[config.mk]
export PLATFORM = sky130hd
export DESIGN_NAME = div_unit
export DESIGN_NICKNAME = d
export VERILOG_FILES = /design/src/rtl/div_unit.sv
export SDC_FILE = /design/constraint.sdc
export NUM_CORES = 1
export LEC_CHECK = 0
export BUFFER_PORTS_ARGS = -buffer_cell sky130_fd_sc_hd__buf_2
export CAP_MARGIN = 15
export CELL_PAD_IN_SITES_DETAIL_PLACEMENT = 1
export CELL_PAD_IN_SITES_GLOBAL_PLACEMENT = 1
export CORE_UTILIZATION = 39
export CTS_CLUSTER_SIZE = 10
export DETAILED_ROUTE_END_ITERATION = 10
export PLACE_DENSITY = 0.76
export SYNTH_ARGS = -nofsm -noshare
export SYNTH_HDL_FRONTEND = slang
export SYNTH_SLANG_ARGS = --single-unit
export TNS_END_PERCENT = 20
[constraint.sdc]
create_clock -name clk -period 2.5 [get_ports clk]
set_clock_uncertainty 0.05 [all_clocks]
set_input_delay 0.125 -clock clk [delete_from_list [all_inputs] [get_ports clk]]
set_output_delay 0.125 -clock clk [all_outputs]
set_load 0.02 [all_outputs]
[src/rtl/div_unit.sv]
// Multi-cycle restoring 32-bit divider for DIV/DIVU, one quotient bit per cycle.
// Define DIV_SIGNED_EN to build the signed path; otherwise every division is unsigned.
module div_unit (
   input  logic        clk,
   input  logic        rst,
   input  logic        signed_div_i,
   input  logic [31:0] opdata1_i,
   input  logic [31:0] opdata2_i,
   input  logic        start_i,
   input  logic        annul_i,
   output logic [63:0] result_o,
   output logic        ready_o
);

   typedef enum logic [1:0] {
      FREE   = 2'd0,
      BYZERO = 2'd1,
      ON     = 2'd2,
      END    = 2'd3
   } state_t;

   state_t      state, state_n;
   logic [64:0] dividend, dividend_n;
   logic [31:0] divisor, divisor_n;
   logic [5:0]  cnt, cnt_n;
   logic [63:0] result_n;
   logic        ready_n;

   logic [32:0] diff;
   logic [31:0] mag1, mag2;
   logic [31:0] quot, rem;

`ifdef DIV_SIGNED_EN
   logic neg1, neg1_n;
   logic neg2, neg2_n;
`else
   logic unused_sign;
   assign unused_sign = signed_div_i;
`endif

   // NOTE: every variable gets its hold value first, so no path leaves one unassigned (no latches).
   always_comb begin
      state_n    = state;
      dividend_n = dividend;
      divisor_n  = divisor;
      cnt_n      = cnt;
      result_n   = result_o;
      ready_n    = ready_o;
`ifdef DIV_SIGNED_EN
      neg1_n     = neg1;
      neg2_n     = neg2;
`endif

      diff = {1'b0, dividend[63:32]} - {1'b0, divisor};
      quot = dividend[31:0];
      rem  = dividend[64:33];

`ifdef DIV_SIGNED_EN
      mag1 = (signed_div_i && opdata1_i[31]) ? -opdata1_i : opdata1_i;
      mag2 = (signed_div_i && opdata2_i[31]) ? -opdata2_i : opdata2_i;
      // Flags are already qualified by signed_div_i, so DIVU never fixes up.
      if (neg1 ^ neg2) quot = -dividend[31:0];
      if (neg1)        rem  = -dividend[64:33];
`else
      mag1 = opdata1_i;
      mag2 = opdata2_i;
`endif

      case (state)
         FREE: begin
            ready_n  = 1'b0;
            result_n = '0;
            if (start_i && !annul_i) begin
               if (opdata2_i == 32'd0) begin
                  state_n = BYZERO;
               end else begin
                  divisor_n  = mag2;
                  dividend_n = {32'd0, mag1, 1'b0};
                  cnt_n      = '0;
`ifdef DIV_SIGNED_EN
                  neg1_n     = signed_div_i && opdata1_i[31];
                  neg2_n     = signed_div_i && opdata2_i[31];
`endif
                  state_n    = ON;
               end
            end
         end

         BYZERO: begin
            dividend_n = '0;
            result_n   = '0;
            ready_n    = 1'b1;
            state_n    = END;
         end

         ON: begin
            if (annul_i) begin
               cnt_n   = '0;
               state_n = FREE;
            end else if (cnt != 6'd32) begin
               if (diff[32]) dividend_n = {dividend[63:0], 1'b0};
               else          dividend_n = {diff[31:0], dividend[31:0], 1'b1};
               cnt_n = cnt + 6'd1;
            end else begin
               result_n = {rem, quot};
               ready_n  = 1'b1;
               cnt_n    = '0;
               state_n  = END;
            end
         end

         END: begin
            if (!start_i) begin
               ready_n  = 1'b0;
               result_n = '0;
               cnt_n    = '0;
               state_n  = FREE;
            end
         end

         default: state_n = FREE;
      endcase
   end

   // NOTE: sequential state uses non-blocking assignments; reset is sampled on the clock edge.
   always_ff @(posedge clk) begin
      if (!rst) begin
         state    <= FREE;
         dividend <= '0;
         divisor  <= '0;
         cnt      <= '0;
         result_o <= '0;
         ready_o  <= 1'b0;
`ifdef DIV_SIGNED_EN
         neg1     <= 1'b0;
         neg2     <= 1'b0;
`endif
      end else begin
         state    <= state_n;
         dividend <= dividend_n;
         divisor  <= divisor_n;
         cnt      <= cnt_n;
         result_o <= result_n;
         ready_o  <= ready_n;
`ifdef DIV_SIGNED_EN
         neg1     <= neg1_n;
         neg2     <= neg2_n;
`endif
      end
   end

endmodule

==> results of run 1 <==
==> flip-flops by register name, indices dropped and copies added (netlist names) <==
name and count:
dividend 65, divisor 32, cnt 6, result_o 64
ready_o 1, state 2
==> critical path, stage by stage, from the launching register on <==
cell,delay [ps]
dfxtp_2,330
inv_2,50
ha_4,230
nor2b_4,120
o31a_1,320
o21ai_2,230
a21oi_2,100
a21oi_2,160
o31a_1,250
xor2_1,180
nor2_1,70
a221o_1,260
==> power by group <==
group	total [mW]	switching (mW)	internal (mW)
Combinational	4.93	2.78	2.15
Sequential	3.39	0.300	3.09
Clock	2.70	1.20	1.50
==> logic make-up (layout without fill, tap and decap cells) <==
logic type	after synthesis	after routing
flip-flops	170	170
AND/OR/NAND/NOR	336	336
multiplexers	49	49
adder cells (fa/ha/maj)	40	40
XOR/XNOR	31	31
buffers and inverters	128	344
AO/OA/AOI/OAI	267	267
==> synth_stat cells, types with 2 or more instances <==
master,instances,area [sq um]
a211oi_1,4,30.0
a21boi_1,3,22.5
a21o_1,16,120
a21oi_1,40,200
a21oi_2,4,35.0
a22o_1,3,26.3
a22oi_1,71,533
a31o_2,2,17.5
a31oi_1,7,43.8
a32oi_1,2,17.5
buf_2,28,140
buf_4,4,30.0
buf_6,2,22.5
clkbuf_1,45,169
dfxtp_1,170,3400
ha_1,39,488
inv_1,47,176
mux2i_1,48,480
nand2_1,47,176
nand2b_1,38,238
nand3_1,71,355
nand4_1,13,81.3
nor2_1,34,128
nor2_2,2,12.5
nor2b_1,103,644
nor3_1,7,35.0
nor4_1,8,50.1
o211a_1,33,330
o211ai_1,2,15.0
o21ai_0,18,90.1
o21ai_1,35,175
o21bai_1,9,67.6
o22ai_1,3,18.8
o31a_1,2,17.5
o31ai_1,2,15.0
or2_2,2,12.5
or3_1,3,18.8
xnor2_1,15,131
xor2_1,16,140
==> final cells by class <==
cell class	instances	area share
clock buffer	19	0.0369
clock inverter	13	0.0134
inverter	48	0.0154
timing repair buffer	264	0.162
tap	285	0.0304
multi-input combinational	723	0.452
sequential	170	0.291
==> per-stage QoR <==
stage / utilization / instance area [sq um] / setup TNS [ps]
3_3_place_gp: 0.454 / 10300 / -657
6_report: 0.520 / 11700 / 0
2_1_floorplan: - / 8940 / 0
5_1_grt: 0.520 / 11700 / -881
4_1_cts: 0.505 / 11400 / -133
3_5_place_dp: 0.454 / 10300 / -2320
==> metal layers <==
metal  up-vias  share of wire  track usage
li1       4015              -            -
met1      4111           0.41        0.267
met2       155           0.52        0.430
met3        33          0.049       0.0601
met4         0          0.017       0.0733
met5         -              0            0
==> repair_timing <==
action                                  4_1_cts  5_1_grt
endpoints found under the hold margin        51        0
endpoints found under the setup margin       31       55
gates resized for setup                       7       57
buffers inserted                              2        7
pin swaps                                     4       27
hold buffers                                 51        0
==> final timing paths <==
check	slack (ps)	end	start	cells past startpoint
worst max-delay path	10	dividend[54]	divisor[1]	11
worst min-delay path	20	dividend[31]	opdata1_i[30]	4
worst max register to register	10	dividend[54]	divisor[1]	11
worst min register to register	450	dividend[47]	dividend[47]	2
==> results_dict.tcl, run 1 <==
set metrics [dict create \
    run_status "complete, no violations" \
    crit_required_ps 2770 \
    synthSimpleGateAreaFrac 0.204 \
    grt_use_total 0.235 \
    worst_pin_slew_ps 515 \
    cts_tree "done" \
    ant_nets 0 \
    cts_root_buffer "clkbuf_16" \
    relSlewSlack 0.657 \
    finalMaxSlewViolations 0 \
    yosys_register_bits 170 \
    grt_max_degree 65 \
    regArea_sq_um 3410 \
    wl_per_cell_um 17.9 \
    layout_commonest_cell "dfxtp_1" \
    numCtsBuffers 17 \
    drt_iter0_drc 379 \
    hpwl_mm 18.2 \
    clock_sinks 170 \
    synth_mux_area_frac 0.0550 \
    min_path_type "in -> reg" \
    die_w_um 153 \
    grt_pass1_wl_mm 44.8 \
    leakage_nw 5.25 \
    timing.final.ws_setup_ps 13.8 \
    cp.arrival_ps 2760 \
    fmax_mhz 402 \
    clk_path_buf_depth 2 \
    critPathMaxFanout 3 \
    finalSetupViolations 0 \
    timing_worst_setup_path_type "reg -> reg" \
    synth_top_family_by_area "compound AO/OA/AOI/OAI gates" \
    synthAdderAreaFrac 0.0568 \
    worstSetupEndpointType "register" \
    max-cap-violations 0 \
    whs_ps 16.5 \
    grt_setup_unrepaired "yes" \
    total_power_mw 11.0 \
    core_sq_um 22600 \
    grt_pass1_vias 8852 \
    routed_wl_mm 27.3 \
    layout.cells.non_filler 1522 \
    synth.distinct_cells 62 \
    worstSkewPairLatency_ps 440 \
    synth-edff-count 0 \
    avgViaCountPerCell 5.46 \
    post-route-period-util 0.994 \
    ys_seq_area_frac 0.381 \
    io_buffers 132 \
    ys_async_sr_fraction 0 \
    antenna_found_initial 0 \
    vias 8314 \
    fill_cells 2610 \
    place.gp.congestion 0.895 \
    die_y_um 153 \
    rows 55 \
    layout_common_cells "dfxtp_1, buf_2, nor2b_1" \
    ys.flop_type "dfxtp_1" \
    dp.cells 1430 \
    min_period_ps 2490 \
    synth_area_sq_um 8940 \
    dieArea_sq_um 23500 \
    grt.overflow.total 0 \
    syn_avg_cell_area_sq_um 8.75 \
    powerDensity_nw_per_um2 940 \
    start_util 0.396 \
    drc 0 \
    hold_viol 0 \
    synthesis.nets 1130 \
    drive_above_1_share 0.252 \
    fin_nets 1333 \
    path_clk_slew_ps 70 \
    drt_first_pass_iters 5 \
    htree_levels 4 \
    syn_to_final_growth_pct 31.2 \
    place_ws_ps -163 \
    synth-compound-area-share 0.212 \
    netlist_instances 1021 \
    yosysWarningCount 0 \
    ir_drop_mv 0.523 \
    multi_input_area_sq_um 5300 \
    antenna_cells 0 \
    cp-start-kind "register" \
    io_pins 134 \
    synth-xor-area-share 0.0304 \
]
No activity file was read; power rests on OpenSTA's default activity.
==> run 2, diff against run 1 <==
Settings changed: GPL_TIMING_DRIVEN set to 0.
==> results_dict.tcl, run 2 (synthesized netlist as in run 1, its figures left out) <==
set metrics [dict create \
    path_clk_slew_ps 80 \
    grt_busiest_layer "met2" \
    run_status "finished, violations left" \
    worst_pin_slew_ps 724 \
    switchingPower_mw 4.64 \
    avgViaCountPerCell 5.43 \
    syn_to_final_growth_pct 32.8 \
    dieArea_sq_um 23500 \
    use_met3 0.0610 \
    finalMaxSlewViolations 0 \
    final_area_sq_um 11900 \
    clk_path_buf_depth 2 \
    ir_drop_mv 0.518 \
    top_register "dividend" \
    antenna_found_initial 0 \
    layout.cells.non_filler 1546 \
    drt_first_pass_iters 5 \
    path_depth 12 \
    cts_tree "done" \
    worstSetupEndpointType "register" \
    grt_use_total 0.243 \
    finalSetupViolations 9 \
    max-cap-violations 0 \
    use_met1 0.282 \
    p_int_mw 6.65 \
    worstRegToRegCells 12 \
    fin_util 0.526 \
    routed_wl_mm 29.1 \
    htree_levels 4 \
    hold_viol 0 \
    crit_chain "inv_2 -> ha_4 -> nor2b_4 -> o31a_1 -> o21ai_2 -> a21oi_2 -> a21oi_2 -> o31a_1 -> buf_6 -> o21bai_1 -> xnor2_1 -> o21ai_1" \
    rows 55 \
    max_stage_delay_ps 370 \
    grt_pass1_wl_mm 45.7 \
    fmax_mhz 392 \
    regArea_sq_um 3430 \
    dp.cells 1437 \
    numCtsBuffers 17 \
    fill_cells 2627 \
    place.gp.congestion 0.862 \
    drt_iter0_drc 379 \
    io_pins 134 \
    layout_common_cells "buf_2, dfxtp_1, nor2b_1" \
    grt.overflow.total 0 \
    grt_setup_unrepaired "yes" \
    cp.arrival_ps 2830 \
    combPwrFrac 0.460 \
    leakage_nw 5.27 \
    ant_nets 0 \
    place_area_sq_um 9960 \
    cp-start-kind "register" \
    clock_sinks 170 \
    grtUsageMet2 0.435 \
    seq_power_share 0.302 \
    crit_required_ps 2780 \
    top_regs "dividend x65, result_o x64, divisor x32" \
    post-route-period-util 1.02 \
    vias 8402 \
    wl_per_cell_um 18.8 \
    violations "setup timing" \
    crit_family "compound AO/OA/AOI/OAI gates" \
    largest_reg_flops 65 \
    total_power_mw 11.3 \
    timing_worst_setup_path_type "reg -> reg" \
    core_sq_um 22600 \
    multi_input_area_sq_um 5410 \
    min_period_ps 2550 \
    cts_root_buffer "clkbuf_16" \
    start_util 0.396 \
    io_buffers 131 \
    switching_share 0.411 \
    hpwl_mm 19.9 \
    die_w_um 153 \
    critPathSlowestCell "dfxtp_4" \
    grt_max_degree 20 \
    critPathMaxFanout 3 \
    powerDensity_nw_per_um2 951 \
    drc 0 \
    min_path_type "in -> reg" \
    die_y_um 153 \
    fin_nets 1356 \
    worstSkewPairLatency_ps 440 \
    grt_pass1_vias 8864 \
    hold_depth 4 \
    clkPwrFrac 0.237 \
    drive_above_1_share 0.277 \
    cp_num_buf_inv 2 \
    relSlewSlack 0.517 \
    timing.final.ws_setup_ps -52.7 \
]
## run 2: cell types whose count changed in the layout (fill, tap and decap cells not counted), sizes merged, moves of 2 or more
cell / before / now
buf: 213 / 191
bufinv: 2 / 0
clkbuf: 19 / 64
clkinv: 2 / 7
clkinvlp: 3 / 1
dlygate4sd3: 51 / 49
## run 2: cell type report
type	count	area share
flip-flops and latches	170	0.289
diodes	1	0.000211
well taps	285	0.0300
clock inverters	15	0.0145
plain buffers	78	0.0394
repair buffers	209	0.119
clock buffers	17	0.0358
inverters	48	0.0154
multi-input cells	723	0.456
## run 2: worst paths after layout
check | startpoint | slack, ps | endpoint
hold / removal | opdata1_i[13] | 4 | dividend[14]
setup / recovery | divisor[1] | -50 | dividend[58]
hold reg to reg | dividend[49] | 440 | dividend[49]
setup reg to reg | divisor[1] | -50 | dividend[58]
## run 2: worst register-to-register path, delay by kind of cell, from the launching register on
kind,cells,cell delay [ps]
compound gates,7,1280
flops,1,370
fa+ha+maj,1,230
xor+xnor,1,210
buf+inv,2,190
simple gates,1,120
## run 2: metal layers
| metal | wire length (um) | up-vias |
|---|---|---|
| li1 | - | 4076 |
| met1 | 12000 | 4085 |
| met2 | 14700 | 176 |
| met3 | 1490 | 65 |
| met4 | 881 | 0 |
| met5 | 0 | - |
## run 2: per-stage QoR
stage	worst slack, ps	TNS, ps	hold WS, ps
after floorplan	2.95	0	241
after global placement	-540	-60920	350
after detailed placement	-600	-69290	359
after CTS	-67.6	-547	0.169
after global routing	-161	-3300	4.24
final	-52.7	-237	4.40
## run 2: repair_timing
action | 4_1_cts | 5_1_grt
pin swaps | 14 | 28
gates resized for setup | 51 | 115
buffers inserted | 11 | 16
hold buffers | 48 | 1
hold endpoints to repair | 48 | 1
endpoints found under the setup margin | 157 | 153
gates cloned | 1 | 1
## run 2: power groups by stage
| stage | clock network [mW] | registers [mW] | logic, mW |
|---|---|---|---|
| after CTS | 2.72 | 3.40 | 4.79 |
| final | 2.68 | 3.41 | 5.20 |
| after global routing | 2.85 | 3.46 | 5.65 |
| after floorplan | 0 | 3.39 | 3.12 |
| after global placement | 0 | 3.43 | 4.18 |
| after detailed placement | 0 | 3.45 | 4.27 |
==> run 3, diff against run 2 <==
Settings changed: BUFFER_PORTS_ARGS -buffer_cell sky130_fd_sc_hd__buf_2 to unset, CORE_UTILIZATION 39 to 44, DONT_BUFFER_PORTS set to 1, PLACE_DENSITY 0.76 to unset, PLACE_DENSITY_LB_ADDON set to 0.1.
==> results_dict.tcl, run 3 (synthesized netlist as in run 1, its figures left out) <==
set metrics [dict create \
    run_status "finished, violations left" \
    violations "setup timing" \
    core_sq_um 19700 \
    crit_chain "inv_1 -> ha_1 -> a21o_1 -> a21oi_1 -> or3_1 -> a21oi_1 -> nor2_2 -> o31ai_2 -> xor2_1 -> mux2i_1 -> o21ai_1" \
    max-cap-violations 0 \
    timing_worst_setup_path_type "reg -> reg" \
    wl_per_cell_um 20.1 \
    vias 8024 \
    clk_path_buf_depth 2 \
    grt_pass1_wl_mm 43.7 \
    start_util 0.453 \
    leakage_nw 4.71 \
    grt.overflow.total 0 \
    dr_wl_met3_mm 1.32 \
    top_regs "dividend x65, result_o x64, divisor x32" \
    fill_cells 2241 \
    layout_commonest_cell "dfxtp_1" \
    routed_wl_mm 28.3 \
    total_power_mw 11.5 \
    drt_first_pass_iters 5 \
    hpwl_mm 18.9 \
    final_area_sq_um 11400 \
    cts_root_buffer "clkbuf_16" \
    grt_max_degree 20 \
    antenna_found_initial 0 \
    drc 0 \
    powerDensity_nw_per_um2 1010 \
    path_clk_slew_ps 80 \
    clock_sinks 170 \
    max_stage_delay_ps 410 \
    place.gp.congestion 0.896 \
    drt_iter0_drc 370 \
    ant_nets 0 \
    finalSetupTns_ps -1700 \
    min_period_ps 2670 \
    grt_setup_unrepaired "yes" \
    crit_top_cell "a21oi_1" \
    worstRegToRegCells 11 \
    routed.top_layer "met4" \
    worstSkewPairLatency_ps 450 \
    worstSetupEndpointType "register" \
    syn_to_final_growth_pct 27.0 \
    die_w_um 145 \
    hold_depth 4 \
    cp-start-kind "register" \
    place_area_sq_um 9280 \
    critPathMaxFanout 4 \
    ir_drop_mv 0.567 \
    die_y_um 145 \
    drive_above_1_share 0.182 \
    rows 51 \
    post-route-period-util 1.07 \
    crit_required_ps 2830 \
    worst_pin_slew_ps 701 \
    largest_reg_flops 65 \
    htree_levels 4 \
    numCtsBuffers 17 \
    hold_viol 0 \
    critPathSlowestCell "or3_1" \
    min_path_type "in -> reg" \
    dieArea_sq_um 20900 \
    io_pins 134 \
    cts_tree "done" \
    antenna_cells 0 \
    met1_length_mm 12.1 \
    grt_pass1_vias 8444 \
    fin_nets 1241 \
    wl_met2_mm 14.2 \
    top_register "dividend" \
    io_buffers 0 \
    finalMaxSlewViolations 0 \
    timing.final.ws_setup_ps -166 \
    cp.arrival_ps 3000 \
    avgViaCountPerCell 5.69 \
    finalSetupViolations 30 \
    relSlewSlack 0.532 \
    fmax_mhz 375 \
    layout_common_cells "dfxtp_1, nor2b_1, a22oi_1, nand3_1, dlygate4sd3_1" \
    grt_use_total 0.272 \
]
run 3: power by group:
part | internal, mW | switching, mW | leakage, nW | total [mW]
Combinational | 2.31 | 3.02 | 3.04 | 5.33
Sequential | 3.10 | 0.347 | 1.39 | 3.44
Clock | 1.35 | 1.35 | 0.284 | 2.70
run 3: through the flow:
step	utilization	hold slack (ps)	worst slack (ps)	cells
floorplan	-	241	2.95	1021
global placement	0.470	244	-542	1286
detailed placement	0.470	253	-560	1286
CTS	0.552	60.9	-68.8	1399
global route	0.576	92.6	-319	1410
finish	0.576	69.0	-166	1410
run 3: worst paths after layout:
path / start / slack [ps] / end
setup / recovery: divisor[6] / -170 / dividend[52]
hold / removal: annul_i / 70 / result_o[56]
setup reg to reg: divisor[6] / -170 / dividend[52]
hold reg to reg: dividend[49] / 440 / dividend[49]
run 3: layer usage:
| metal | vias to the layer above | track usage |
|---|---|---|
| met5 | - | 0 |
| met4 | 0 | 0.104 |
| met3 | 51 | 0.0579 |
| met2 | 168 | 0.484 |
| met1 | 3965 | 0.317 |
| li1 | 3840 | - |
run 3: cell type report:
type / count / area, sq um / share of cell area
Buffer: 75 / 435 / 0.0384
Clock buffer: 17 / 425 / 0.0375
Clock inverter: 15 / 166 / 0.0147
Inverter: 48 / 180 / 0.0159
Multi-Input combinational cell: 723 / 5390 / 0.475
Sequential cell: 170 / 3430 / 0.302
Tap cell: 265 / 332 / 0.0292
Timing Repair Buffer: 97 / 998 / 0.0880
run 3: timing repair:
action,CTS,global route
gates resized for setup,56,93
hold endpoints to repair,66,0
hold buffers,67,0
endpoints found under the setup margin,126,147
pin swaps,12,33
buffers inserted,14,13
cloned,1,2
run 3: worst max-delay path, delay by kind of cell, from the launching register on:
kind	cells	cell delay (ps)
AOI/OAI and AO/OA	5	990
xor gates and xnor gates	1	210
adders and majority gates	1	330
buffers and inverters	1	50
DFF	1	330
muxes	1	100
and+or+nand+nor	2	530
